<file path="src/rtl/ex_muldiv_unit.sv">
// ex_muldiv_unit
// Iterative multiply/divide unit with the HI/LO register pair, fed from the
// ID/EX pipeline register. MULT/MULTU/DIV/DIVU take one cycle to latch the
// operands, DATA_W cycles of shift-add or shift-subtract iteration, and one
// cycle of sign fix-up. MTHI/MTLO write HI/LO in a single cycle.
//
// Ports
//   clk         clock, all state changes on the rising edge
//   rst_n       synchronous active-low reset
//   md_valid    ID/EX holds a valid instruction this cycle
//   funct       funct field from ID/EX
//   data_read1  rs operand
//   data_read2  rt operand
//   flush       abort an in-flight operation / squash the current instruction
//   busy        operation in flight, upstream stalls ID/EX
//   done        one-cycle pulse after HI/LO were written by a mult/div
//   hi_out      HI register
//   lo_out      LO register
//   mf_data     HI when funct selects MFHI, otherwise LO
module ex_muldiv_unit #(
    parameter int DATA_W = 32
) (
    input  logic              clk,
    input  logic              rst_n,
    input  logic              md_valid,
    input  logic [5:0]        funct,
    input  logic [DATA_W-1:0] data_read1,
    input  logic [DATA_W-1:0] data_read2,
    input  logic              flush,
    output logic              busy,
    output logic              done,
    output logic [DATA_W-1:0] hi_out,
    output logic [DATA_W-1:0] lo_out,
    output logic [DATA_W-1:0] mf_data
);

    localparam int CNT_W = $clog2(DATA_W) + 1;
    localparam logic [CNT_W-1:0] LAST_ITER = CNT_W'(DATA_W - 1);

    typedef enum logic [1:0] {
        IDLE = 2'd0,
        CALC = 2'd1,
        FIX  = 2'd2
    } state_t;

    state_t             r_state;
    logic [CNT_W-1:0]   r_cnt;
    logic               r_is_div;
    logic               r_neg_lo;     // negate product (mult) or quotient (div)
    logic               r_neg_hi;     // negate remainder (div)
    logic [DATA_W-1:0]  r_acc;        // product high half / partial remainder
    logic [DATA_W-1:0]  r_q;          // multiplier shifting out / quotient shifting in
    logic [DATA_W-1:0]  r_b;          // multiplicand / divisor magnitude
    logic [DATA_W-1:0]  r_hi;
    logic [DATA_W-1:0]  r_lo;
    logic               r_done;

    // Decode
    logic               w_is_md;
    logic               w_start;
    logic               w_signed;
    logic               w_div;
    logic               w_a_neg;
    logic               w_b_neg;
    logic               w_div0;
    logic [DATA_W-1:0]  w_a_mag;
    logic [DATA_W-1:0]  w_b_mag;

    // Iteration datapath
    logic [DATA_W:0]    w_mul_sum;
    logic [DATA_W:0]    w_div_shift;
    logic               w_div_ge;
    logic [DATA_W-1:0]  w_div_diff;

    // Fix-up
    logic [2*DATA_W-1:0] w_prod;
    logic [2*DATA_W-1:0] w_prod_fix;
    logic [DATA_W-1:0]   w_quo_fix;
    logic [DATA_W-1:0]   w_rem_fix;

    always_comb begin
        w_is_md  = (funct[5:2] == 4'b0110);          // 0x18..0x1B
        w_start  = md_valid && !flush && w_is_md;
        w_signed = !funct[0];
        w_div    = funct[1];
        w_a_neg  = w_signed && data_read1[DATA_W-1];
        w_b_neg  = w_signed && data_read2[DATA_W-1];
        w_div0   = w_div && (data_read2 == '0);
        w_a_mag  = w_a_neg ? -data_read1 : data_read1;
        w_b_mag  = w_b_neg ? -data_read2 : data_read2;

        w_mul_sum   = {1'b0, r_acc} + (r_q[0] ? {1'b0, r_b} : '0);
        w_div_shift = {r_acc, r_q[DATA_W-1]};
        w_div_ge    = (w_div_shift >= {1'b0, r_b});
        // The partial remainder stays below the divisor, so when the trial
        // subtract succeeds the difference fits DATA_W bits.
        w_div_diff  = w_div_shift[DATA_W-1:0] - r_b;

        w_prod     = {r_acc, r_q};
        w_prod_fix = r_neg_lo ? -w_prod : w_prod;
        w_quo_fix  = r_neg_lo ? -r_q : r_q;
        w_rem_fix  = r_neg_hi ? -r_acc : r_acc;
    end

    always_ff @(posedge clk) begin
        if (!rst_n) begin
            r_state  <= IDLE;
            r_cnt    <= '0;
            r_is_div <= 1'b0;
            r_neg_lo <= 1'b0;
            r_neg_hi <= 1'b0;
            r_acc    <= '0;
            r_q      <= '0;
            r_b      <= '0;
            r_hi     <= '0;
            r_lo     <= '0;
            r_done   <= 1'b0;
        end else begin
            r_done <= 1'b0;
            case (r_state)
                IDLE: begin
                    if (w_start) begin
                        r_state  <= CALC;
                        r_cnt    <= '0;
                        r_is_div <= w_div;
                        r_acc    <= '0;
                        // Divide by zero runs the raw operands through an
                        // unsigned divide by 0: quotient becomes all ones and
                        // the remainder ends up equal to rs, untouched.
                        r_q      <= w_div0 ? data_read1 : w_a_mag;
                        r_b      <= w_div0 ? '0 : w_b_mag;
                        r_neg_lo <= !w_div0 && (w_a_neg ^ w_b_neg);
                        r_neg_hi <= !w_div0 && (w_div ? w_a_neg : (w_a_neg ^ w_b_neg));
                    end else if (md_valid && !flush && funct == 6'h11) begin
                        r_hi <= data_read1;
                    end else if (md_valid && !flush && funct == 6'h13) begin
                        r_lo <= data_read1;
                    end
                end
                CALC: begin
                    if (flush) begin
                        r_state <= IDLE;
                    end else begin
                        if (r_is_div) begin
                            r_acc <= w_div_ge ? w_div_diff : w_div_shift[DATA_W-1:0];
                            r_q   <= {r_q[DATA_W-2:0], w_div_ge};
                        end else begin
                            r_acc <= w_mul_sum[DATA_W:1];
                            r_q   <= {w_mul_sum[0], r_q[DATA_W-1:1]};
                        end
                        r_cnt <= r_cnt + 1'b1;
                        if (r_cnt == LAST_ITER) begin
                            r_state <= FIX;
                        end
                    end
                end
                FIX: begin
                    r_state <= IDLE;
                    if (!flush) begin
                        if (r_is_div) begin
                            r_hi <= w_rem_fix;
                            r_lo <= w_quo_fix;
                        end else begin
                            r_hi <= w_prod_fix[2*DATA_W-1:DATA_W];
                            r_lo <= w_prod_fix[DATA_W-1:0];
                        end
                        r_done <= 1'b1;
                    end
                end
                default: r_state <= IDLE;
            endcase
        end
    end

    assign busy    = (r_state != IDLE);
    assign done    = r_done;
    assign hi_out  = r_hi;
    assign lo_out  = r_lo;
    assign mf_data = (funct == 6'h10) ? r_hi : r_lo;

endmodule

</file>
<file path="config.mk">
export PLATFORM = sky130hd
export DESIGN_NAME = ex_muldiv_unit
export DESIGN_NICKNAME = d
export VERILOG_FILES = /design/src/rtl/ex_muldiv_unit.sv
export SDC_FILE = /design/constraint.sdc
export NUM_CORES = 1
export LEC_CHECK = 0
export ABC_AREA = 0
export ABC_CLOCK_PERIOD_IN_PS = 4200
export CORE_ASPECT_RATIO = 0.9
export CORE_MARGIN = 2
export CORE_UTILIZATION = 45
export DETAILED_ROUTE_END_ITERATION = 16
export PLACE_DENSITY = 0.67
export SLEW_MARGIN = 20
export SYNTH_ARGS = -nofsm -noshare
export SYNTH_HDL_FRONTEND = slang
export SYNTH_SLANG_ARGS = --single-unit
</file>
<file path="constraint.sdc">
create_clock -name clk -period 4.2 [get_ports clk]
set_input_delay 0.42 -clock clk [delete_from_list [all_inputs] [get_ports clk]]
set_output_delay 0.42 -clock clk [all_outputs]
set_load 0.005 [all_outputs]
</file>
* Word level (Yosys, flattened, before mapping) *
Index checks and enable logic that the tools add are counted.

cells by class
  add/subtract/negate cells = 8
  order comparisons = 1
  eq/ne operators = 15
  muxes and demuxes = 38
  bitwise gates (word level) = 1
  reductions and logical operators = 23

operators with widths
  operator                                                               number
  32-bit 2-to-1 mux                                                      24
  32-bit one-hot mux with 2 select lines                                 4
  32-bit negator                                                         4
  64-bit 2-to-1 mux                                                      1
  64-bit negator                                                         1
  32-bit by 32-bit adder with 33-bit output                              1
  33-bit by 32-bit greater-or-equal comparator with 1-bit output         1
  32-bit logical NOT                                                     1
  32-bit subtractor                                                      1
  6-bit by 5-bit equality test with 1-bit output, second input constant  4
  2-bit != test, second input constant                                   7
  6-bit 2-to-1 mux                                                       2
  6-bit one-hot mux with 2 select lines                                  1
  1-bit logical AND                                                      9
  6-bit by 1-bit adder with 6-bit output, second input constant          1
  2-bit 2-to-1 mux                                                       3
  2-bit AND reduction                                                    3
  2-bit nonzero test                                                     3
  5-bit AND reduction                                                    1
  4-bit by 3-bit equality test with 1-bit output, second input constant  1
  2-bit one-hot mux with 2 select lines                                  1
  4-bit AND reduction                                                    1
  1-bit logical NOT                                                      3
  3-bit != test, second input constant                                   1
  other kinds (6)                                                        7

storage, ports and cells
  register bits = 172
  input port bits = 74
  output and inout bits = 98
  word-level logic and storage cells = 97

* Depth between registers and ports, before layout *
  depth in word-level cells = 7
  mapped depth = 13
  depth with buffers taken out = 13

* Least setup slack after synthesis *
No wires, ideal clock.

  kind = reg2reg
  start point = register r_q[0]
  end point = register r_acc[29]
  arrival time = 3171 ps
  required time = 4079 ps
  slack = 908 ps
  cell stages (with the launch flop) = 14
  buffers on the path = 1
  path through = dfxtp_1 -> inv_1 -> clkbuf_1 -> nor2_1 -> ha_1 -> a211oi_1 -> o211ai_1 -> a221o_1 -> a41o_1 -> a221o_1 -> a2111oi_0 -> a31oi_1 -> a22oi_1 -> o31ai_1

between the ends
  longest elaborated chain between the ends = 5

ends and longest elaborated chain
  element                                    line  source
  start: declaration                         52    logic [DATA_W-1:0] r_q;
  start signal: assignment                   130   r_q <= w_div0 ? data_read1 : w_a_mag;
  start signal: assignment                   146   r_q <= {r_q[DATA_W-2:0], w_div_ge};
  start signal: assignment                   149   r_q <= {w_mul_sum[0], r_q[DATA_W-1:1]};
  32-bit 2-to-1 mux                          92    w_mul_sum = {1'b0, r_acc} + (r_q[0] ? {1'b0, r_b} : '0);
  32-bit by 32-bit adder with 33-bit output  92
  32-bit 2-to-1 mux                          144   if (r_is_div) begin
  32-bit 2-to-1 mux                          141   if (flush) begin
  32-bit one-hot mux with 2 select lines     120   case (r_state)
  end signal: assignment                     145   r_acc <= w_div_ge ? w_div_diff : w_div_shift[DATA_W-1:0];
  end signal: assignment                     148   r_acc <= w_mul_sum[DATA_W:1];
  end: declaration                           51    logic [DATA_W-1:0] r_acc;

No other way between the ends. The select of a mux whose other input is x is not followed.
A chain may end at the register's enable or synchronous reset.

* Worst setup path after layout *
  start point = register r_q[0]
  end point = register r_acc[25]

The elaborated chain is that of the path after synthesis.

==> results.md <==
* Core Util, Final at 54.5%
* Crit path DAT at 4.13 ns
* Area grow syn2layout at 19.7%
* Yosys warnings at 0
* Final TNS setup at 0 ns
* Crit end category: register
* Mux contribution to synthesized area at 5.68%
* Nets at 2211
* Syn Std Cell Area at 0.0145 mm2
* Worst Setup SP: r_q[0]$_SDFFE_PN0P_
* Most numerous cell in the Yosys netlist: a21oi_1
* Num ports at 172
* Post-CTS Setup Inserts at 0
* Vias in the first global route at 14388
* Hold Path Class: in2reg
* Initial antenna violation count at 0
* Delay-heaviest family, CP: compound AO/OA/AOI/OAI gates
* Die H at 174 um
* Asr flop ratio synth at 0%
* Mapped Nets at 2092
* Reg2Reg Setup Slack at 0.41 ns
* Clock Skews at 0.0105 ns
* Wire length per cell at 22.1 um
* Origin of the critical flop-to-flop path: r_q[0]$_SDFFE_PN0P_
* Post-synthesis compound-gate area fraction at 27.5%
* Post-Synth Simple-Gate Area at 21.9%
* DP Area at 0.0168 mm2
* Total via count in the routed design at 15600
* Critical path, cell by cell: inv_1, buf_4, nor2_1, ha_1, a211oi_1, o211ai_1, a221o_1, a41o_1, a31oi_1, o21ai_0, a2111oi_0, o31ai_1, a32o_1
* CP Launch Type: register
* Chip width at 193 um
* Total gr overflow at 0
* Port Buffer Count at 171
* Slew Limit Fails at 0
* Seq cells post-synth at 172
* Num CTS Buffers at 17
* Gate Count Post-Synth at 1947
* DR iter-0 viols at 1560
* HPWL after detailed placement at 42900 um
* Unrepaired setup endpoints after global routing: false
* Post-route cell area at 0.0173 mm2
* Pleak at 0.00667 uW
* Period utilization at 90.3%
* Global-route wire length before repair at 85300 um
* CTS tree: done
* Buf/Inv on CP at 2
* Htree depth at 4
* XOR/XNOR share of the synthesized area at 10.1%
* Synth top area cells: dfxtp_1, a21oi_1, ha_1
* Worst Hold Launch: rst_n
* Skew-Pair Late Insertion Delay at 0.44 ns
* DR pass1 iterations at 7
* Clock Root Buffer: clkbuf_16
* Layout cells sized above 1 at 7.60%
* Largest family of logic cells by synthesized area: compound AO/OA/AOI/OAI gates
* Initial core utilization at 45.6%
* Max clock buf depth at 2
* Core Area at 0.0318 mm2
* Ys flop type: dfxtp_1
* Slew @ Worst Pin at 1.07 ns
* Pwr Density at 227 mW/mm2
* Data required, critical path at 4.53 ns
* Status: completed
* Final setup vio count at 0
* Yosys top cell by area: dfxtp_1
* Max Cap Viol at 0
* CP max stage delay at 0.47 ns
* Avg Inst Size Synth at 7.45 um2
* Post_cts resized at 0
* Overall routing resource usage at 31.9%
* Synth cell types at 73
* Peak VDD IR at 250 uV
* Largest net degree at the start of global routing at 64
* Cts hold-fix bufs at 0
* Top-area cell type share of the netlist area at 23.8%
* DRC at 0
* Via density at 6.25
* Post-synth EDFFs at 0
* Routed Antenna Nets at 0
* Adder-cell share of the synthesized area at 6.23%
* Post-layout minimum cycle time at 3.79 ns
* Endpoints failing hold at 0
* Slowest cell on the critical path: a2111oi_0
* CTS sink count at 172
* Crit Path Category: reg2reg
* Total routed wirelength at 55000 um
* Fmax at 0.264 GHz
* Relative slew slack at 28.4%
* Worst Path Max Fanout at 25
* Filler Cell Count at 3108
* Most frequent cells after synthesis: a21oi_1, nand2_1, dfxtp_1
* Seq/Total Area, Yosys at 23.8%
* Clk slew on worst S/H paths at 0.07 ns
* FP Rows at 62
* Gpl congestion at 0.964
* Die area at 0.0337 mm2
* Ant. Diodes at 0
power breakdown:
part | switching [uW] | internal, uW
Clock | 775 | 910
Combinational | 352 | 247
Sequential | 13.5 | 1640
sequential cells by signal, indices dropped and copies added (netlist names):
register  count
r_b          32
r_neg_hi      1
hi_out       32
r_acc        32
done          1
r_q          32
r_is_div      1
lo_out       32
r_neg_lo      1
r_state       2
r_cnt         6
worst paths after layout:
| check | endpoint | depth (start not counted) |
|---|---|---|
| worst min register to register | r_b[31]$_SDFFE_PN0P_ | 2 |
| worst max-delay path | r_acc[25]$_SDFFE_PN0P_ | 13 |
| worst min-delay path | hi_out[31]$_SDFFE_PN0P_ | 3 |
| worst max register to register | r_acc[25]$_SDFFE_PN0P_ | 13 |
cells in the final DEF, fill, tap and decap left out, types with 45 or more instances in the layout:
cell type	instances
o21ai_0	122
dfxtp_1	171
nor2_1	161
ha_1	69
inv_1	57
a21oi_1	190
xor2_1	84
buf_4	54
nor3_1	45
clkdlybuf4s50_1	170
nand3_1	59
xnor2_1	84
nand2_1	180
metal layers:
metal / up-vias / share of wire (%) / global-route usage [%]
met1: 7473 / 47 / 46.2
met2: 689 / 44 / 49.6
met4: 0 / 1.8 / 7.32
li1: 7382 / - / -
met3: 56 / 7.5 / 4.79
met5: - / 0 / 0
per-stage QoR:
step / setup slack (ns) / hold slack (ns) / cells / power [uW]
after detailed placement: 0.388 / 0.471 / 2463 / 2270
final: 0.409 / 0.398 / 2495 / 3940
after global routing: 0.118 / 0.412 / 2495 / 4050
after CTS: 0.511 / 0.383 / 2495 / 3940
after global placement: 0.431 / 0.452 / 2463 / 2270
after floorplan: 0.908 / 0.429 / 1947 / 2020
kinds of logic after synthesis:
| logic type | after synthesis |
|---|---|
| and+or+nand+nor | 648 |
| AOI/OAI and AO/OA | 625 |
| buffers and inverters | 185 |
| DFF | 172 |
| xor gates and xnor gates | 168 |
| muxes | 78 |
| adders and majority gates | 71 |
tightest hold or removal path, cell delays in order:
cell     delay [ns]
buf_4          0.21
o21ai_0        0.11
a31oi_1        0.05
area by class of cell:
cell class                      instances  area, um2  share of cell area (%)
Clock inverter                         13        154                   0.887
Sequential cell                       172       3440                    19.9
Timing Repair Buffer                  228       2190                    12.6
Clock buffer                           19        443                    2.55
Multi-Input combinational cell       1590      10400                    59.9
Inverter                               57        214                    1.23
Tap cell                              416        520                    3.00
No activity file was read; power rests on OpenSTA's default activity.
